<file path="src/rtl/osc_voice_mixer.sv">
// osc_voice_mixer
//   Mixes the time-multiplexed sine samples from the oscillator stage.
//   Each slot carries one (voice, oscillator) sample. The mixer scales the
//   sample by that oscillator's level register and sums the V_OSC oscillators
//   of a voice. Once per complete voice frame it emits one saturated 17-bit
//   sample, tagged with the voice index. Slot-sequence errors are flagged.
//
// Ports
//   sCLK_XVXENVS  clock; all logic on the rising edge
//   iRST          synchronous active-high reset
//   sample_in     signed 17-bit oscillator sample
//   sample_valid  sample_in / vx_in / ox_in valid this cycle
//   vx_in, ox_in  voice / oscillator index of the sample
//   data, adr     register write data / address
//   write         write strobe (one cycle per write)
//   osc_sel       oscillator register bank select
//   voice_free    per-voice idle flags; an idle voice outputs 0
//   voice_out     signed mixed voice sample
//   voice_idx     voice index of voice_out
//   out_valid     one-cycle pulse when voice_out is new
//   seq_err       sticky slot-sequence error flag
module osc_voice_mixer #(
  parameter int VOICES  = 8,
  parameter int V_OSC   = 4,
  parameter int V_WIDTH = 3,
  parameter int O_WIDTH = 2
) (
  input  logic                      sCLK_XVXENVS,
  input  logic                      iRST,
  input  logic signed [16:0]        sample_in,
  input  logic                      sample_valid,
  input  logic [V_WIDTH-1:0]        vx_in,
  input  logic [O_WIDTH-1:0]        ox_in,
  input  logic [7:0]                data,
  input  logic [6:0]                adr,
  input  logic                      write,
  input  logic                      osc_sel,
  input  logic [VOICES-1:0]         voice_free,
  output logic signed [16:0]        voice_out,
  output logic [V_WIDTH-1:0]        voice_idx,
  output logic                      out_valid,
  output logic                      seq_err
);

  localparam int ACC_W = 21;
  localparam logic signed [ACC_W-1:0] SAT_MAX = 21'sd65535;
  localparam logic signed [ACC_W-1:0] SAT_MIN = -21'sd65536;
  localparam logic [O_WIDTH-1:0] LAST_OX = O_WIDTH'(V_OSC - 1);

  // ---------------------------------------------------------------------------
  // Level registers: oscillator o lives at address 7 + 16*o.
  // ---------------------------------------------------------------------------
  logic [7:0]       o_level [V_OSC];
  logic [V_OSC-1:0] level_hit;

  genvar gi;
  generate
    for (gi = 0; gi < V_OSC; gi++) begin : g_level_dec
      localparam logic [6:0] LEVEL_ADR = 7'(7 + gi * 16);
      assign level_hit[gi] = write && osc_sel && (adr == LEVEL_ADR);
    end
  endgenerate

  always_ff @(posedge sCLK_XVXENVS) begin
    for (int o = 0; o < V_OSC; o++) begin
      if (iRST) begin
        o_level[o] <= 8'd128;
      end else if (level_hit[o]) begin
        o_level[o] <= data;
      end
    end
  end

  // ---------------------------------------------------------------------------
  // Stage 1: scale. The level is treated as unsigned (0..255), so it is given
  // a zero sign bit before the signed multiply. The >>>7 makes 128 unity gain.
  // ---------------------------------------------------------------------------
  logic signed [25:0] prod;
  logic signed [18:0] scaled;

  assign prod   = sample_in * $signed({1'b0, o_level[ox_in]});
  assign scaled = 19'(prod >>> 7);

  logic                     s1_valid_reg;
  logic signed [18:0]       s1_scaled_reg;
  logic [V_WIDTH-1:0]       s1_vx_reg;
  logic [O_WIDTH-1:0]       s1_ox_reg;

  // ---------------------------------------------------------------------------
  // Stage 2: frame accumulation and sequence checking
  // ---------------------------------------------------------------------------
  logic signed [ACC_W-1:0]  acc_reg, acc_next;
  logic [O_WIDTH-1:0]       exp_ox_reg, exp_ox_next;
  logic [V_WIDTH-1:0]       frame_vx_reg, frame_vx_next;
  logic                     frame_ok_reg, frame_ok_next;
  logic                     seq_err_next;
  logic                     frame_end;
  logic signed [ACC_W-1:0]  scaled_ext;
  logic signed [16:0]       sat_val;

  assign scaled_ext = {{(ACC_W-19){s1_scaled_reg[18]}}, s1_scaled_reg};

  always_comb begin
    acc_next      = acc_reg;
    exp_ox_next   = exp_ox_reg;
    frame_vx_next = frame_vx_reg;
    frame_ok_next = frame_ok_reg;
    seq_err_next  = seq_err;
    frame_end     = 1'b0;

    if (s1_valid_reg) begin
      exp_ox_next = (s1_ox_reg == LAST_OX) ? '0 : s1_ox_reg + 1'b1;
      frame_end   = (s1_ox_reg == LAST_OX);

      if (s1_ox_reg == '0) begin
        // Oscillator 0 always opens a new frame; a non-zero expected index
        // means the previous frame never completed.
        acc_next      = scaled_ext;
        frame_vx_next = s1_vx_reg;
        frame_ok_next = 1'b1;
        if (exp_ox_reg != '0) begin
          seq_err_next = 1'b1;
        end
      end else if (s1_ox_reg == exp_ox_reg && s1_vx_reg == frame_vx_reg) begin
        acc_next = acc_reg + scaled_ext;
      end else begin
        seq_err_next  = 1'b1;
        frame_ok_next = 1'b0;
      end
    end
  end

  always_comb begin
    if (acc_next > SAT_MAX) begin
      sat_val = 17'sd65535;
    end else if (acc_next < SAT_MIN) begin
      sat_val = -17'sd65536;
    end else begin
      sat_val = acc_next[16:0];
    end
  end

  always_ff @(posedge sCLK_XVXENVS) begin
    if (iRST) begin
      s1_valid_reg  <= 1'b0;
      s1_scaled_reg <= '0;
      s1_vx_reg     <= '0;
      s1_ox_reg     <= '0;
      acc_reg       <= '0;
      exp_ox_reg    <= '0;
      frame_vx_reg  <= '0;
      frame_ok_reg  <= 1'b0;
      seq_err       <= 1'b0;
      out_valid     <= 1'b0;
      voice_out     <= '0;
      voice_idx     <= '0;
    end else begin
      s1_valid_reg  <= sample_valid;
      if (sample_valid) begin
        s1_scaled_reg <= scaled;
        s1_vx_reg     <= vx_in;
        s1_ox_reg     <= ox_in;
      end
      acc_reg      <= acc_next;
      exp_ox_reg   <= exp_ox_next;
      frame_vx_reg <= frame_vx_next;
      frame_ok_reg <= frame_ok_next;
      seq_err      <= seq_err_next;
      out_valid    <= frame_end && frame_ok_next;
      // Outputs only move on a valid frame; otherwise they hold.
      if (frame_end && frame_ok_next) begin
        voice_idx <= frame_vx_next;
        voice_out <= voice_free[frame_vx_next] ? '0 : sat_val;
      end
    end
  end

endmodule

</file>
<file path="config.mk">
export PLATFORM = sky130hd
export DESIGN_NAME = osc_voice_mixer
export DESIGN_NICKNAME = d
export VERILOG_FILES = /design/src/rtl/osc_voice_mixer.sv
export SDC_FILE = /design/constraint.sdc
export NUM_CORES = 1
export LEC_CHECK = 0
export BUFFER_PORTS_ARGS = -buffer_cell sky130_fd_sc_hd__buf_2
export CAP_MARGIN = 10
export CORE_UTILIZATION = 45
export CTS_BUF_LIST = sky130_fd_sc_hd__clkbuf_2
export CTS_CLUSTER_SIZE = 8
export DETAILED_ROUTE_END_ITERATION = 8
export PLACE_DENSITY = 0.59
export SYNTH_ARGS = -nofsm -noshare
export SYNTH_HDL_FRONTEND = slang
export SYNTH_SLANG_ARGS = --single-unit
</file>
<file path="constraint.sdc">
create_clock -name sCLK_XVXENVS -period 8.5 [get_ports sCLK_XVXENVS]
set_input_delay 1.7 -clock sCLK_XVXENVS [delete_from_list [all_inputs] [get_ports sCLK_XVXENVS]]
set_output_delay 1.7 -clock sCLK_XVXENVS [all_outputs]
set_load 0.01 [all_outputs]
</file>
==> results of run 1 <==
## cells in the final DEF, fill, tap and decap left out, types with 3 or more instances in the layout
cell	synthesis	final
a22o_1	7	7
and3_1	5	5
nor2b_1	6	6
ha_1	70	70
xnor2_1	27	27
or3_1	5	5
o22ai_1	6	6
o41ai_1	3	3
fa_1	108	108
mux4_2	9	9
o21ai_0	23	23
nand3_1	8	8
a21oi_1	40	40
nor2_1	67	67
buf_4	0	11
clkbuf_2	0	10
nand2_1	94	94
mux2i_1	27	27
xor2_1	11	11
a21o_1	9	9
buf_2	0	71
a222oi_1	3	3
edfxtp_1	32	32
nand4_1	5	5
nor4_1	7	7
o21a_1	9	9
dfxtp_1	74	74
a211o_1	3	3
o31ai_1	7	7
o21bai_1	6	6
and2_1	114	114
a31oi_1	3	3
nand2b_1	12	12
nor3_1	10	10
o211ai_1	4	4
inv_1	172	172
a221o_1	16	16
a211oi_1	6	6
## cell usage after synthesis (all sizes together) (8+ instances only)
library cell,n,area share [%]
a21o,9,0.67
a21oi,41,2.1
a221o,16,1.6
and2,114,7.1
buf,8,0.37
clkbuf,25,0.94
dfxtp,74,15
edfxtp,32,9.6
fa,108,22
ha,70,8.7
inv,172,6.4
mux2i,27,2.7
mux4,9,2.0
nand2,94,3.5
nand2b,12,0.75
nand3,8,0.40
nor2,67,2.5
nor3,10,0.50
o21a,9,0.67
o21ai,23,1.1
xnor2,27,2.4
xor2,11,0.96
## stage by stage
stage / total power, uW / cells / hold slack, ns / cell area (sq um) / utilization (%)
after CTS: 2998 / 1423 / 0.5105 / 10810 / 49.55
final: 2940 / 1424 / 0.5135 / 10820 / 49.56
after floorplan: 2273 / 1078 / 0.4531 / 10030 / -
after global placement: 2709 / 1407 / 0.4491 / 10690 / 48.96
after global routing: 3309 / 1424 / 0.5497 / 10820 / 49.56
after detailed placement: 2722 / 1407 / 0.4560 / 10690 / 48.96
## area by class of cell
class / instances / share of cell area (%)
inverters: 173 / 6.004
repair buffers: 82 / 4.049
clock inverters: 6 / 0.7173
well taps: 280 / 3.239
flip-flops and latches: 106 / 22.58
clock buffers: 10 / 0.4627
diodes: 1 / 0.02314
multi-input cells: 766 / 62.92
## report_power, final
| group | switching [uW] | total [uW] | internal, uW |
|---|---|---|---|
| Sequential | 42.3 | 618 | 576 |
| Clock | 184 | 259 | 75.7 |
| Combinational | 1140 | 2060 | 927 |
| Total | 1360 | 2940 | 1580 |
## worst register-to-register path, stage by stage (launching register included)
cell      delay [ns]
edfxtp_1        0.47
mux4_2          0.67
and2_1          0.25
fa_1            0.47
inv_1           0.05
fa_1            0.53
inv_1           0.05
fa_1            0.47
inv_1           0.05
fa_1            0.47
inv_1           0.04
ha_1            0.32
and2_1          0.18
and4_1          0.17
a311o_1         0.40
a41oi_2         0.28
o31ai_1         0.17
a211o_1         0.32
a21oi_2         0.18
o21bai_1        0.12
or4b_1          0.51
a31oi_1         0.16
## how the worst min path moves through the flow
stage                                  from           endpoint  slack, ns  cells past startpoint
after floorplan           s1_scaled_reg[11]  s1_scaled_reg[11]       0.45                      2
after global placement              seq_err            seq_err       0.45                      2
after detailed placement            seq_err            seq_err       0.46                      2
after CTS                      frame_ok_reg       frame_ok_reg       0.51                      2
after global routing          voice_out[13]      voice_out[13]       0.55                      1
final                          frame_ok_reg       frame_ok_reg       0.51                      2
## logic make-up (layout without fill, tap and decap cells)
group | Yosys count | after routing | synth area share (%)
other cells | 0 | 1 | 0
buf+inv | 206 | 271 | 7.785
fa+ha+maj | 178 | 178 | 30.29
xor+xnor | 38 | 38 | 3.319
simple gates | 346 | 346 | 17.62
flops | 106 | 106 | 24.35
compound gates | 168 | 168 | 11.92
mux | 36 | 36 | 4.716
## layer usage
layer / share of wire (%) / vias to the layer above
li1: - / 3699
met1: 45 / 3715
met2: 50 / 130
met3: 2.7 / 36
met4: 2.3 / 0
met5: 0 / -
==> impl_metrics.toml, run 1 <==
[critical_path]
r2r_setup_slack_ns = 2.15
crit_path_start_kind = "primary input"
setup.worst_path.end_class = "register"
slowest_delay_ns = 0.73
cp_max_fo = 17
slowest_stage = "mux4_2"
rr_worst_depth = 21
crit_family = "adder cells"
reg2reg_to = "s1_scaled_reg[18]"
endpoint = "s1_scaled_reg[18]"
worstPathArrival_ns = 7.88
path_cells = "buf_2 -> mux4_2 -> and2_1 -> fa_1 -> inv_1 -> fa_1 -> inv_1 -> fa_1 -> inv_1 -> fa_1 -> inv_1 -> ha_1 -> and2_1 -> and4_1 -> a311o_1 -> a41oi_2 -> o31ai_1 -> a211o_1 -> a21oi_2 -> o21bai_1 -> or4b_1 -> a31oi_1"
worst-path-buf-inv = 5
reg2reg_from = "o_level[3][5]"
required_ns = 9.10
critPathKind = "in -> reg"
crit_start = "ox_in[0]"
cp.depth = 22

[yosys]
synth-edff-count = 32
synth_area_sq_um = 10030
syn_nets = 1306
synth_ff_type = "dfxtp_1"
avgSynthCellArea_sq_um = 9.303
yosys_warnings = 0
synth_cell_type_count = 63
synth_seq_area_share_pct = 24.35
ys_seq_elements = 106
synthArstFlopShare_pct = 0
syn_inst = 1078

[clock_tree]
post_cts_buffers = 0
clockRootBuffer = "clkbuf_2"
htree_levels = 3
post_cts_resized = 0
cts_hold_buf = 0
cts_buffers = 9
cts_num_sinks = 106
cts_tree = "yes"
clock_path_buffers = 2
clkTransAtPathRegs_ns = 0.32
clk_latency_ns = 0.64

[detailed_routing]
drtIter0Drc = 374
first_pass_iters = 5
avgRoutedWirePerCell_microns = 15.79
wl_microns = 22480
via_count = 7580
viasPerCell = 5.323
antenna_left = 0
drc_errors = 0

[final_layout]
largest_reg_flops = 32
seq_area_sq_um = 2442
fill_cells = 2115
multi_input_area_sq_um = 6805
syn_to_final_growth_pct = 7.848
drive_gt1_share_pct = 9.711
nets = 1366

[placed_design]
io_buffers = 71
dp_slack_ns = 0.4912
dp_hpwl_microns = 17630
gp_congestion = 0.8669

[flow_run]
cap_violations = 0

[floorplan]
io_pins = 72
die-area_sq_um = 22890
die_h_microns = 151.3
rows = 54
fp.dieW_microns = 151.3
coreArea_sq_um = 21820
initial_core_util_pct = 45.95

[global_routing]
grt_use_met1_pct = 27.14
grt_pass1_vias = 7792
grt-ovfl-total = 0
grt_antenna_before_repair = 1
grtUsageMet2_pct = 38.29
grtUsageMet3_pct = 2.831
grt_usage_pct = 21.55
grt_max_degree = 52
top_usage_layer = "met2"
grt_pass1_wl_microns = 38230

[timing]
hold_violations = 0
slew_headroom_pct = 29.20
grt_setup_unrepaired = "no"
min_period_ns = 7.289
finalSetupTns_ns = 0
clock_skew_ns = 0.06327
tightest_slew_ns = 1.058
fmax_mhz = 137.2
finalCritPeriodShare_pct = 85.75
finalSetupViolCount = 0
fin_ws_ns = 1.211
final_max_slew_viol_count = 0

[min_path]
min_path_type = "reg -> reg"

[status]
outcome = "completed"

[power_and_ir_drop]
p_leak_uw = 0.005176
max-vdd-ir-drop_mv = 0.1682
p_per_area_nw_per_um2 = 271.8
Power figures use the tool's default switching activity.
==> inputs of run 2 (changes only) <==
--- a/config.mk
+++ b/config.mk
@@ -9,9 +9,11 @@
 export CAP_MARGIN = 10
 export CORE_UTILIZATION = 45
 export CTS_BUF_LIST = sky130_fd_sc_hd__clkbuf_2
+export CTS_CLUSTER_DIAMETER = 120
 export CTS_CLUSTER_SIZE = 8
 export DETAILED_ROUTE_END_ITERATION = 8
 export PLACE_DENSITY = 0.59
+export REMOVE_ABC_BUFFERS = 1
 export SYNTH_ARGS = -nofsm -noshare
 export SYNTH_HDL_FRONTEND = slang
 export SYNTH_SLANG_ARGS = --single-unit
==> run 2 against run 1 <==
Utilization decreased by 0.17 points. Cell count decreased by 0.21%. Hold slack improved by 0.0071 ns. Sequential power about the same. Global-route usage decreased by 0.32 points. First-iteration DRC count decreased by 15%. Highest routed layer unchanged.
==> impl_metrics.toml, run 2 (same netlist as run 1, synthesis figures left out) <==
[clock_tree]
cts_tree = "yes"
clkTransAtPathRegs_ns = 0.32
post_cts_buffers = 0
clockRootBuffer = "clkbuf_2"
clock_path_buffers = 2
post_cts_resized = 0
cts_hold_buf = 0
cts_buffers = 9
htree_levels = 3
cts_num_sinks = 106
clk_latency_ns = 0.62

[detailed_routing]
antenna_left = 0
via_count = 7588
drtIter0Drc = 319
viasPerCell = 5.340
drc_errors = 0
wl_microns = 22290
avgRoutedWirePerCell_microns = 15.68
first_pass_iters = 5

[final_layout]
final_area_sq_um = 10780
final_cell_mix = "inv_1, and2_1, fa_1"
n_antenna_cell = 0
layout_commonest_cell = "inv_1"
largest_reg_flops = 32
nets = 1364
drive_gt1_share_pct = 9.553
syn_to_final_growth_pct = 7.473

[floorplan]
die_h_microns = 151.3
coreArea_sq_um = 21820
fp.dieW_microns = 151.3
io_pins = 72
initial_core_util_pct = 45.95
die-area_sq_um = 22890
rows = 54

[global_routing]
grt-ovfl-total = 0
grt_max_degree = 52
grtUsageMet3_pct = 2.530
top_usage_layer = "met2"
grt_pass1_vias = 7528
grt_antenna_before_repair = 0
grtUsageMet2_pct = 37.90
grt_use_met1_pct = 27.44
grt_usage_pct = 21.23
grt_pass1_wl_microns = 37670

[timing]
fmax_mhz = 135.0
finalSetupTns_ns = 0
final_max_slew_viol_count = 0
clock_skew_ns = 0.05302
grt_setup_unrepaired = "no"
finalCritPeriodShare_pct = 87.12
min_period_ns = 7.405
tightest_slew_ns = 1.127
whs_ns = 0.5205
hold_violations = 0
fin_ws_ns = 1.095
slew_headroom_pct = 24.07
finalSetupViolCount = 0

[critical_path]
worstPathArrival_ns = 7.99
slowest_delay_ns = 0.71
setup.worst_path.end_class = "register"
path_cells = "buf_2 -> mux4_2 -> and2_1 -> fa_1 -> inv_1 -> fa_1 -> inv_1 -> fa_1 -> inv_1 -> fa_1 -> inv_1 -> ha_1 -> and2_1 -> and4_1 -> a311o_1 -> a41oi_2 -> o31ai_1 -> a211o_1 -> a21oi_2 -> o21bai_1 -> or4b_1 -> a31oi_1"
cp_max_fo = 14
critPathKind = "in -> reg"
worst-path-buf-inv = 5
crit_family = "adder cells"
crit_path_start_kind = "primary input"
slowest_stage = "mux4_2"
required_ns = 9.08

[placed_design]
dp_hpwl_microns = 17520
place_area_sq_um = 10670
gp_congestion = 0.8858
dp_slack_ns = 0.4174
io_buffers = 71

[power_and_ir_drop]
max-vdd-ir-drop_mv = 0.1708
p_leak_uw = 0.005160
power_uw = 2914
p_per_area_nw_per_um2 = 270.3

[status]
outcome = "completed"

[flow_run]
cap_violations = 0

[min_path]
min_path_type = "reg -> reg"
[run 2: cell count changes in the layout (fill, tap and decap cells not counted)]
cell / delta
clkinvlp_4: -1
clkinv_4: +3
bufinv_16: -1
buf_4: -2
diode_2: -1
inv_6: -1
[run 2: area by class of cell]
type,instances,area (sq um)
fill,2136,11050
multi-input combinational,766,6805
sequential,106,2442
inverter,173,649.4
timing repair buffer,80,422.9
tap,280,350.3
clock inverter,6,57.56
clock buffer,10,50.05
[run 2: report_power, final]
group	switching [uW]	total [uW]	leakage, uW	internal (uW)
logic	1130	2060	0.00418	929
clock network	184	232	0.0000705	47.6
registers	43.3	619	0.000910	576
[run 2: final timing paths]
check             cells after the start                end  slack (ns)     startpoint
setup / recovery                     22  s1_scaled_reg[18]        1.09       ox_in[0]
hold / removal                        2       voice_idx[0]        0.52   voice_idx[0]
setup reg to reg                     21  s1_scaled_reg[18]        2.07  o_level[2][4]
hold reg to reg                       2       voice_idx[0]        0.52   voice_idx[0]
[run 2: worst min-delay path, stage by stage (launching register included)]
cell and delay [ns]:
dfxtp_1 0.39, nor2_1 0.09, a211oi_1 0.05
[run 2: per-stage QoR]
stage	util, %	cells
2_1_floorplan	-	1045
3_3_place_gp	48.89	1405
3_5_place_dp	48.89	1405
4_1_cts	49.39	1421
5_1_grt	49.39	1421
6_report	49.39	1421
[run 2: per-layer routing]
metal  part of all wire [%]  up-vias  wire (microns)
met5                      0        -               0
met2                     51      133           11270
li1                       -     3690               -
met3                    3.0       18             675
met1                     45     3747           10110
met4                    1.0        0             230
